===== config.mk =====
export PLATFORM = sky130hd
export DESIGN_NAME = cbus_write_buffer
export DESIGN_NICKNAME = d
export VERILOG_FILES = /design/src/rtl/cbus_write_buffer.sv
export SDC_FILE = /design/constraint.sdc
export NUM_CORES = 1
export LEC_CHECK = 0
export ABC_AREA = 1
export CELL_PAD_IN_SITES_DETAIL_PLACEMENT = 1
export CELL_PAD_IN_SITES_GLOBAL_PLACEMENT = 2
export CORE_MARGIN = 2
export CORE_UTILIZATION = 23
export CTS_CLUSTER_DIAMETER = 200
export DETAILED_ROUTE_END_ITERATION = 7
export PLACE_DENSITY_LB_ADDON = 0.1
export SYNTH_ARGS = -nofsm -noshare
export SYNTH_HDL_FRONTEND = slang
export SYNTH_SLANG_ARGS = --single-unit

===== constraint.sdc =====
create_clock -name clk -period 6.3 [get_ports clk]
set_input_delay 1.575 -clock clk [delete_from_list [all_inputs] [get_ports clk]]
set_output_delay 1.575 -clock clk [all_outputs]
set_load 0.005 [all_outputs]

===== src/rtl/cbus_write_buffer.sv =====
`default_nettype none
// ============================================================================
// Module   : cbus_write_buffer
// Purpose  : Posted-write buffer between the cache CBus master port and the
//            memory port. Single-beat stores are acked immediately, queued and
//            drained in order. Everything else passes straight through once
//            the queue is empty.
// Revision : 1.0 - initial release
// ============================================================================
module cbus_write_buffer #(
    parameter int DEPTH = 4
) (
    input  logic        clk,
    input  logic        resetn,
    // request from the cache side
    input  logic        creq_valid_i,
    input  logic        creq_is_write_i,
    input  logic [2:0]  creq_size_i,
    input  logic [31:0] creq_addr_i,
    input  logic [3:0]  creq_strobe_i,
    input  logic [31:0] creq_data_i,
    input  logic [3:0]  creq_len_i,
    input  logic [1:0]  creq_burst_i,
    // response to the cache side
    output logic        cresp_ready_o,
    output logic        cresp_last_o,
    output logic [31:0] cresp_data_o,
    // request to memory
    output logic        oreq_valid_o,
    output logic        oreq_is_write_o,
    output logic [2:0]  oreq_size_o,
    output logic [31:0] oreq_addr_o,
    output logic [3:0]  oreq_strobe_o,
    output logic [31:0] oreq_data_o,
    output logic [3:0]  oreq_len_o,
    output logic [1:0]  oreq_burst_o,
    // response from memory
    input  logic        oresp_ready_i,
    input  logic        oresp_last_i,
    input  logic [31:0] oresp_data_i,
    // queue empty and no pass-through in progress
    output logic        empty_o
);

    localparam int         AW              = $clog2(DEPTH);
    localparam logic [AW:0] DEPTH_C        = (AW + 1)'(DEPTH);
    localparam logic [3:0] MLEN1           = 4'd0;
    localparam logic [1:0] AXI_BURST_FIXED = 2'b00;

    typedef enum logic [0:0] {
        IDLE = 1'b0,
        PASS = 1'b1
    } state_t;

    state_t          state_q, state_d;
    logic [AW-1:0]   head_q, head_d;
    logic [AW-1:0]   tail_q, tail_d;
    logic [AW:0]     count_q, count_d;

    logic [31:0]     addr_mem_q   [DEPTH];
    logic [31:0]     data_mem_q   [DEPTH];
    logic [3:0]      strobe_mem_q [DEPTH];
    logic [2:0]      size_mem_q   [DEPTH];

    logic bufferable;
    logic draining;
    logic push;
    logic pop;

    assign bufferable = creq_valid_i && creq_is_write_i && (creq_len_i == MLEN1);
    assign draining   = (state_q == IDLE) && (count_q != '0);
    // No bypass of a same-cycle pop: a full queue refuses regardless of oresp.
    assign push       = bufferable && (count_q < DEPTH_C) && (state_q == IDLE);
    assign pop        = draining && oresp_last_i;
    assign empty_o    = (count_q == '0) && (state_q == IDLE);

    // Output steering: pass-through in PASS, otherwise drain head and store ack
    always_comb begin
        cresp_ready_o   = 1'b0;
        cresp_last_o    = 1'b0;
        cresp_data_o    = '0;
        oreq_valid_o    = 1'b0;
        oreq_is_write_o = 1'b0;
        oreq_size_o     = '0;
        oreq_addr_o     = '0;
        oreq_strobe_o   = '0;
        oreq_data_o     = '0;
        oreq_len_o      = '0;
        oreq_burst_o    = '0;
        if (state_q == PASS) begin
            oreq_valid_o    = creq_valid_i;
            oreq_is_write_o = creq_is_write_i;
            oreq_size_o     = creq_size_i;
            oreq_addr_o     = creq_addr_i;
            oreq_strobe_o   = creq_strobe_i;
            oreq_data_o     = creq_data_i;
            oreq_len_o      = creq_len_i;
            oreq_burst_o    = creq_burst_i;
            cresp_ready_o   = oresp_ready_i;
            cresp_last_o    = oresp_last_i;
            cresp_data_o    = oresp_data_i;
        end else begin
            if (draining) begin
                oreq_valid_o    = 1'b1;
                oreq_is_write_o = 1'b1;
                oreq_size_o     = size_mem_q[head_q];
                oreq_addr_o     = addr_mem_q[head_q];
                oreq_strobe_o   = strobe_mem_q[head_q];
                oreq_data_o     = data_mem_q[head_q];
                oreq_len_o      = MLEN1;
                oreq_burst_o    = AXI_BURST_FIXED;
            end
            if (push) begin
                cresp_ready_o = 1'b1;
                cresp_last_o  = 1'b1;
            end
        end
    end

    // Next-state for pointers, occupancy and the IDLE/PASS state
    always_comb begin
        head_d  = head_q;
        tail_d  = tail_q;
        count_d = count_q;
        state_d = state_q;
        if (push) begin
            tail_d = tail_q + 1'b1;
        end
        if (pop) begin
            head_d = head_q + 1'b1;
        end
        case ({push, pop})
            2'b10:   count_d = count_q + 1'b1;
            2'b01:   count_d = count_q - 1'b1;
            default: count_d = count_q;
        endcase
        case (state_q)
            IDLE: begin
                if (creq_valid_i && !bufferable && (count_q == '0)) begin
                    state_d = PASS;
                end
            end
            PASS: begin
                if (creq_valid_i && oresp_last_i) begin
                    state_d = IDLE;
                end
            end
            default: state_d = IDLE;
        endcase
    end

    // State, pointer and occupancy registers
    always_ff @(posedge clk) begin
        if (!resetn) begin
            state_q <= IDLE;
            head_q  <= '0;
            tail_q  <= '0;
            count_q <= '0;
        end else begin
            state_q <= state_d;
            head_q  <= head_d;
            tail_q  <= tail_d;
            count_q <= count_d;
        end
    end

    // Queue storage; contents are qualified by count so need no reset
    always_ff @(posedge clk) begin
        if (push) begin
            addr_mem_q[tail_q]   <= creq_addr_i;
            data_mem_q[tail_q]   <= creq_data_i;
            strobe_mem_q[tail_q] <= creq_strobe_i;
            size_mem_q[tail_q]   <= creq_size_i;
        end
    end

endmodule
`default_nettype wire


==> results.md <==
* Largest net degree at the start of global routing at 79
* Largest area contributor in the netlist: edfxtp_1
* Clock Latency Late Sink at 530 ps
* Gr ovfl total at 0
* Area taken by multi-input logic gates at 0.00316 mm²
* Total Routing Usage GR at 13.7%
* WL final at 38100 µm
* Overall power at 4.75 mW
* Seq/Total Area, Yosys at 69.8%
* WHS Path Cells at 1
* Clock buffer count from CTS at 36
* Ant. Diodes at 0
* Clk buf depth at 3
* Routed via count at 8877
* Fill cell total of the finished layout at 5977
* DR WL/cell at 18.2 µm
* Max Cap Viol at 0
* Critical path arrival at 3490 ps
* Ys flop type: edfxtp_1
* Layout cell share with drive strength beyond 1 at 5.17%
* Clock Tree Root: clkbuf_16
* Drt drc at 0
* Worst Path Required at 4720 ps
* Distinct cells, synth at 20
* Post-synth top area share at 68.2%
* Critical path class: input pin to primary output
* Fmax at 197 MHz
* Flop2flop setup slack at 3590 ps
* Critical Path Max Stage Delay at 540 ps
* Max Slew Vio Count at 0
* Slowest CP cell: clkdlybuf4s50_1
* Worst vdd ir at 0.000132 V
* Port Buf Inserts at 228
* Clock sink count at 294
* Area of the mapped netlist at 0.0125 mm²
* Clk network pwr share at 39.3%
* Final Skew at 11.4 ps
* Reg-to-reg startpoint: state_q
* Critical path startpoint category: input pin
* Die area at 0.0562 mm²
* Initial DRC count at 358
* Ys Warns at 0
* Switch share at 24.5%
* First-pass GRT wire length at 58200 µm
* GPL Wtd Cong at 0.680
* H-Tree Depth at 2
* Combinational fraction of design power at 15.1%
* Post-synth ARST share at 0%
* Final setup viols at 0
* Post-CTS Setup Bufs at 0
* Hold buffer count at CTS at 0
* Leakage at 6.20 nW
* Min Tclk post-route at 5060 ps
* Worst Hold Class: flip-flop to flip-flop
* Worst R2R Path Depth at 4
* CTS tree: yes
* Crit-path cells: clkdlybuf4s50_1 -> nand2_1 -> nor2_1 -> nand4_2 -> o21ai_0 -> clkdlybuf4s50_1
* Worst slew pin tran at 998 ps
* Setup TNS at 0 ps
* Hold Path End: count_q[0]
* Int Pwr at 3.59 mW
* Detail Route Antenna Nets at 0
* DP Area at 0.0155 mm²
* Die Ht at 237 µm
* Number of global-route vias before repair at 9486
* Post-synthesis instance total at 1159
* Final nets at 1496
* Hold path startpoint: count_q[0]
* Initial antenna violation count at 3
* Core Util, Final at 30.7%
* Ranking of synthesized cells by area: edfxtp_1, nand2_1, nand3_1
* Status: finished clean
* CTS-repair resized insts at 0
* Syn Nets at 1280
* Syn Area/Cell at 10.8 µm²
* I/O pin count at 229
* Slew headroom at 33.5%
* NetSw at 1.17 mW
* PD cells at 288 mW/mm²
* Core box area at 0.0538 mm²
* Drt pass-1 iters at 4
* Initial Util at 23.2%
* Setup crit end kind: primary output
* Worst Path Max Fanout at 9
* Register area at 0.00874 mm²
* Setup crit start: creq_valid_i
* Area growth, synth to finish at 32.3%
* Vias per std cell at 4.25
* R2r endpoint: addr_mem_q[3][10]
* Yosys reg bits at 294
* Period utilization at 80.4%
* Unrepaired setup endpoints after global routing: false
* Most common cell on crit path: clkdlybuf4s50_1
* Post-synth EDFFs at 284
* Row cnt at 85
* CTS clk-pin slew, worst paths at 50 ps
* Post-route cell area at 0.0165 mm²
* Reg power frac at 45.6%
* Final Hold Viols at 0
* Die width at 237 µm
* DP Wirelength at 21700 µm
Yosys cell counts (6+ instances only):
cell type  count
nand2_1      483
edfxtp_1     284
nand3_1      217
inv_1         59
buf_2         32
nor2_1        12
buf_4         10
buf_6         10
clkbuf_1      10
dfxtp_1       10
a21oi_1        7
o21ai_0        6
how the worst max path moves through the flow:
stage | end | slack [ps] | depth (start not counted)
floorplan | addr_mem_q[0][0] | 810 | 5
global placement | cresp_last_o | 1240 | 6
detailed placement | cresp_last_o | 1220 | 6
CTS | cresp_last_o | 1200 | 6
global route | cresp_last_o | 1130 | 6
finish | cresp_last_o | 1240 | 6
flip-flops by register name, indices dropped and copies added, names as in the netlist, named ones only:
signal and count:
data_mem_q 128, state_q 1, strobe_mem_q 16, size_mem_q 12, head_q 2, count_q 3, tail_q 2, addr_mem_q 128
per-stage QoR:
stage | std cells | worst slack, ps | hold slack (ps)
3_3_place_gp | 2033 | 1240 | 448
6_report | 2089 | 1240 | 463
4_1_cts | 2089 | 1200 | 468
5_1_grt | 2089 | 1130 | 496
2_1_floorplan | 1159 | 814 | 422
3_5_place_dp | 2033 | 1220 | 455
worst max-delay path, delay by kind of cell:
family          cells  cell delay, ps
compound gates      1             220
buf+inv             2            1060
simple gates        3             640
final cells by class:
type	instances	share of cell area [%]
Sequential cell	294	52.9
Multi-Input combinational cell	735	19.1
Timing Repair Buffer	244	15.1
Clock buffer	44	5.76
Tap cell	696	5.27
Inverter	64	1.47
Clock inverter	12	0.484
placed cells by master, fill, tap and decap left out, drive strengths merged:
cell type,synthesis,layout
xor2,1,1
nand2,483,483
nand3,217,217
nor2,12,12
clkinvlp,0,1
bufinv,0,1
clkinv,0,10
dfxtp,10,10
edfxtp,284,284
clkbuf,10,44
o21ai,6,6
nand4,3,3
ha,5,5
clkdlybuf4s50,0,228
fa,1,1
inv,64,64
buf,56,16
a21oi,7,7
power by group through the flow:
stage	registers [mW]	clock network, mW	logic, mW
floorplan	2.19	0	0.319
global placement	2.21	0	0.740
detailed placement	2.21	0	0.742
CTS	2.17	1.94	0.746
global route	2.17	2.02	0.801
finish	2.17	1.87	0.717
metal layers:
| layer | vias up | GRT usage [%] | part of all wire (%) |
|---|---|---|---|
| met5 | - | 0 | 0.066 |
| met4 | 4 | 4.10 | 1.9 |
| met3 | 50 | 3.31 | 5.1 |
| met2 | 172 | 23.6 | 49 |
| met1 | 4311 | 17.0 | 44 |
| li1 | 4340 | - | - |
cell families after synthesis:
group	synth area share [%]
AOI/OAI and AO/OA	0.521
xor gates and xnor gates	0.0701
and+or+nand+nor	23.8
buffers and inverters	5.15
DFF	69.8
adders and majority gates	0.661
(Power assumes the default switching activity.)
==> edit 1, RTL diff (config.mk and constraints unchanged) <==
`DEPTH`: 4 -> 2.
--- a/src/rtl/cbus_write_buffer.sv
+++ b/src/rtl/cbus_write_buffer.sv
@@ -8,7 +8,7 @@
 // Revision : 1.0 - initial release
 // ============================================================================
 module cbus_write_buffer #(
-    parameter int DEPTH = 4
+    parameter int DEPTH = 2
 ) (
     input  logic        clk,
     input  logic        resetn,
Formal check against the unedited RTL: not equivalent (a bounded check fails within 4 cycles, from zero or initial values and one cycle with resetn low).
==> edit 1 against the unedited design <==
- power fell by 52%
- design area shrank 41%
- clock power decreased by 49%
- synthesized area fell by 46%
- worst setup slack improved by 220 ps
- register-to-register slack got worse by 740 ps
- worst hold slack better by 72 ps
- non-clock buffer count fell by 10
- first-iteration DRC count down 27%
- routed wire length down 48%
- sequential power shrank 50%
- sequential cell count decreased by 146
- clock skew is 1.9 ps lower
- critical path type unchanged
==> edit 1: results (changes against the unedited design) <==
Clk_lat worst skew: 420 ps (-110 ps)
WHS Path Cells: 3 (+2)
Htree depth: 4 (+2)
Cts bufs inserted: 17 (-53%)
Antenna violations before repair: 0 (-3)
Global-route wire length before repair: 32.1 mm (-45%)
Crit path DAT: 3270 ps (-220 ps)
VDD IR max: 0.000167 V (+27%)
Final worst hold slack: 536 ps (+72.5 ps)
Leak: 3.73 nW (-40%)
HPWL Detailed: 13.3 mm (-39%)
Status: finished clean
Cell count after placement: 1251 (-38%)
Gpl congestion: 0.768 (+13%)
Finished Core Util: 34.2% (+3.5 points)
Final nets: 1002 (-33%)
R2R cell count: 5 (+1)
GR Util All Layers: 13.6% (-0.12 points)
Routed vias/inst: 4.13 (-2.8%)
Largest net degree at the start of global routing: 91 (+15%)
Area post-placement: 0.00927 sq mm (-40%)
Worst-Margin Slew: 1060 ps (+66.6 ps)
Layout fillers: 3256 (-46%)
Syn Nets: 784 (-39%)
Top cells by count, synth: nand2_1, edfxtp_1, inv_1
Critical hold path startpoint: head_q
WL/cell: 15.6 microns (-15%)
Sw Share: 24.0% (-0.48 points)
Post-synthesis area per instance: 10.0 sq um (-7.1%)
Number of synthesized flops with an enable pin: 142 (-50%)
R2R setup slack: 2850 ps (-740 ps)
Sequential share of power: 47.2% (+1.6 points)
Top Registers: addr_mem_q: 64 flops, data_mem_q: 64 flops, strobe_mem_q: 8 flops
Vias in the first global route: 5739 (-40%)
Drt total wl: 20.0 mm (-48%)
Clock Power: 958 uW (-49%)
Place WS: 1460 ps (+238 ps)
Synth cell types: 21 (+5.0%)
[edit 1: cell count changes in the layout (fill, tap and decap cells not counted), moves of 60 or more]
cell      change
o21ai_0      +68
o21ai_1      +66
nand3_1     -215
edfxtp_1    -142
nand2_1     -291
inv_1        +60
[edit 1: logic make-up after synthesis]
logic type,count (synthesis),synth area share (%)
AO/OA/AOI/OAI,145,11.1
XOR/XNOR,1,0.131
buffers and inverters,157,10.7
adder cells (fa/ha/maj),1,0.187
flip-flops,148,65.5
multiplexers,1,0.150
AND/OR/NAND/NOR,215,12.3
[edit 1: worst reg2reg max path: stages, from the launching register on]
cell and delay [ps]:
dfxtp_4 550, buf_4 800, nor2_1 220, nand4_1 170, clkinv_2 810, buf_4 610
[edit 1: how the worst max path moves through the flow]
| stage | depth (start not counted) | slack [ps] | startpoint | end |
|---|---|---|---|---|
| global placement | 8 | 1510 | creq_valid_i | cresp_last_o |
| finish | 8 | 1460 | creq_valid_i | cresp_last_o |
| CTS | 7 | 1440 | creq_len_i[0] | cresp_last_o |
| floorplan | 5 | 830 | creq_len_i[0] | addr_mem_q[0][0] |
| detailed placement | 7 | 1460 | creq_len_i[0] | cresp_last_o |
| global route | 8 | 1260 | creq_valid_i | cresp_last_o |
[edit 1: layer usage]
metal	share of wire [%]	global-route usage, %	vias to the layer above
met2	49	23.6	168
met4	0.95	3.44	0
met1	43	16.2	2507
li1	-	-	2607
met5	0	0	-
met3	6.6	4.48	15
[edit 1: cell type report]
class / instances / area share [%]
Clock inverter: 15 / 1.24
Inverter: 122 / 4.68
Timing Repair Buffer: 234 / 23.8
Clock buffer: 17 / 4.33
Multi-Input combinational cell: 363 / 16.3
Tap cell: 384 / 4.89
Sequential cell: 148 / 44.7
==> edit 2, RTL diff (same settings) <==
Made on the original files. Make the reset (`resetn`) asynchronous in one clocked block.
--- a/src/rtl/cbus_write_buffer.sv
+++ b/src/rtl/cbus_write_buffer.sv
@@ -150,7 +150,7 @@
     end
 
     // State, pointer and occupancy registers
-    always_ff @(posedge clk) begin
+    always_ff @(posedge clk or negedge resetn) begin
         if (!resetn) begin
             state_q <= IDLE;
             head_q  <= '0;
Formal check against the unedited RTL: differs if resetn is asserted again (counterexample within 4 cycles, from zero or initial values and one cycle with resetn low); with resetn held inactive, the same outputs for 4 cycles.
==> edit 2 against the unedited design <==
- clock skew is 3.8 ps lower
- first-iteration DRC count is 20% lower
- worst setup slack better by 98 ps
- design area is 0.58% higher
- utilization is 0.18 points higher
- sequential cell count is 2 lower
- non-clock buffer count is 2 higher
- count of clock-buffer cells in the layout is 7 higher
- routed wire length is 1.7% lower
- synthesized area hardly changed
Power is not compared: it rests on default switching activity, and its combinational part moved more than twofold at a synthesized area within 25%.
==> edit 2: results (changes against the unedited design) <==
Status: finished clean
Worst-Margin Slew: 868 ps (-130 ps)
Ys async rst share: 2.74% (+2.7 points)
DRT iter0 DRCs: 285 (-20%)
GR Util All Layers: 13.4% (-0.36 points)
Sequential area share after synthesis: 69.8% (about the same)
Most area-consuming cells after synthesis: edfxtp_1, nand2_1, nand3_1, inv_1, dfrtp_1
Final nets: 1488 (-0.53%)
Routed vias/inst: 4.27 (+0.50%)
VDD IR max: 0.000267 V
Global-route wire length before repair: 56.9 mm (-2.3%)
Synth cell types: 23 (+15%)
Final Skew: 7.64 ps (-3.80 ps)
Largest net degree at the start of global routing: 145 (+84%)
Top cells by count, synth: nand2_1, edfxtp_1, nand3_1
Area post-placement: 0.0155 sq mm (-0.11%)
Syn Nets: 1269 (-0.86%)
HPWL Detailed: 21.5 mm (-1.1%)
Synth warnings: 0 (unchanged)
GRT met2 Usage: 23.2% (-0.44 points)
Clk pin slew, worst setup/hold paths: 50 ps (about the same)
Gpl congestion: 0.666 (-2.1%)
Critical hold path startpoint: count_q[0]
Post-synthesis area per instance: 10.9 sq um (+1.0%)
Metal2 WL: 18.2 mm (-1.9%)
Layout cells sized above 1: 5.38% (+0.22 points)
Crit. Startpoint: creq_len_i[0]
CP max-delay cell: clkdlybuf4s50_1
WL/cell: 17.9 microns (-1.7%)
Bufs on Longest Clock Path: 3 (unchanged)
Clk_lat worst skew: 540 ps
Slowest stage delay, CP: 530 ps
Cell count after placement: 2024 (-0.44%)
Endpoint type of the worst setup path: output port
Sequential cell area: 0.00874 sq mm (unchanged)
Met3 GRT Util: 3.98% (+0.67 points)
Met3 Routed Length: 2.16 mm (+12%)
Cts bufs inserted: 37 (+2.8%)
Met1 WL: 16.4 mm (-2.9%)
Crit path DAT: 3390 ps (-100 ps)
Post_cts resized: 0 (unchanged)
Vias in the first global route: 9407 (-0.83%)
Antenna violations before repair: 4 (+1)
R2R Path Start: state_q
Top_reg_cell synth: edfxtp_1
==> edit 2: changes by cell type in the layout (fill, tap and decap cells not counted), moves of 2 or more <==
cell       before  now
dfxtp_1         7    0
a21oi_1         7    1
dfrtp_1         0    5
clkbuf_1        7   11
buf_4           9   12
dfrtp_4         0    3
dfxtp_4         3    0
inv_2           4    1
o21ai_0         6    3
clkbuf_16      37   39
clkinv_1        6    8
nand4_1         2    4
==> edit 2: kinds of logic (layout without fill, tap and decap cells) <==
| family | after synthesis | in the layout | share of synthesized area, % |
|---|---|---|---|
| and+or+nand+nor | 717 | 717 | 23.9 |
| DFF | 292 | 292 | 69.8 |
| buffers and inverters | 126 | 371 | 5.26 |
| adders and majority gates | 6 | 6 | 0.660 |
| AOI/OAI and AO/OA | 5 | 5 | 0.290 |
| xor gates and xnor gates | 2 | 2 | 0.140 |
==> edit 2: area by class of cell <==
class                   count  area share [%]
repair buffers            246            15.0
flip-flops and latches    292            52.6
multi-input cells         730            19.0
inverters                  60            1.37
clock inverters            14           0.685
clock buffers              51            6.20
well taps                 696            5.24
==> edit 2: final timing paths <==
kind,cells after the start,end,slack (ps)
setup / recovery,5,cresp_last_o,1330
hold / removal,1,count_q[0],510
setup reg to reg,4,data_mem_q[3][26],3280
hold reg to reg,1,count_q[0],510
max in group asynchronous,1,head_q[1],4600
min in group asynchronous,1,state_q,1350
==> edit 2: stage by stage <==
step	total power, mW	hold slack (ps)	setup WS, ps
finish	7.40	505	1330
CTS	7.64	510	1270
global route	7.94	543	1150
global placement	5.57	490	1290
floorplan	3.87	468	775
detailed placement	5.57	499	1270
==> edit 2: where the power goes <==
part           switching, mW  total [mW]  internal (mW)
combinational           1.70        3.10           1.40
sequential             0.126        2.29           2.17
clock                  0.782        2.00           1.22
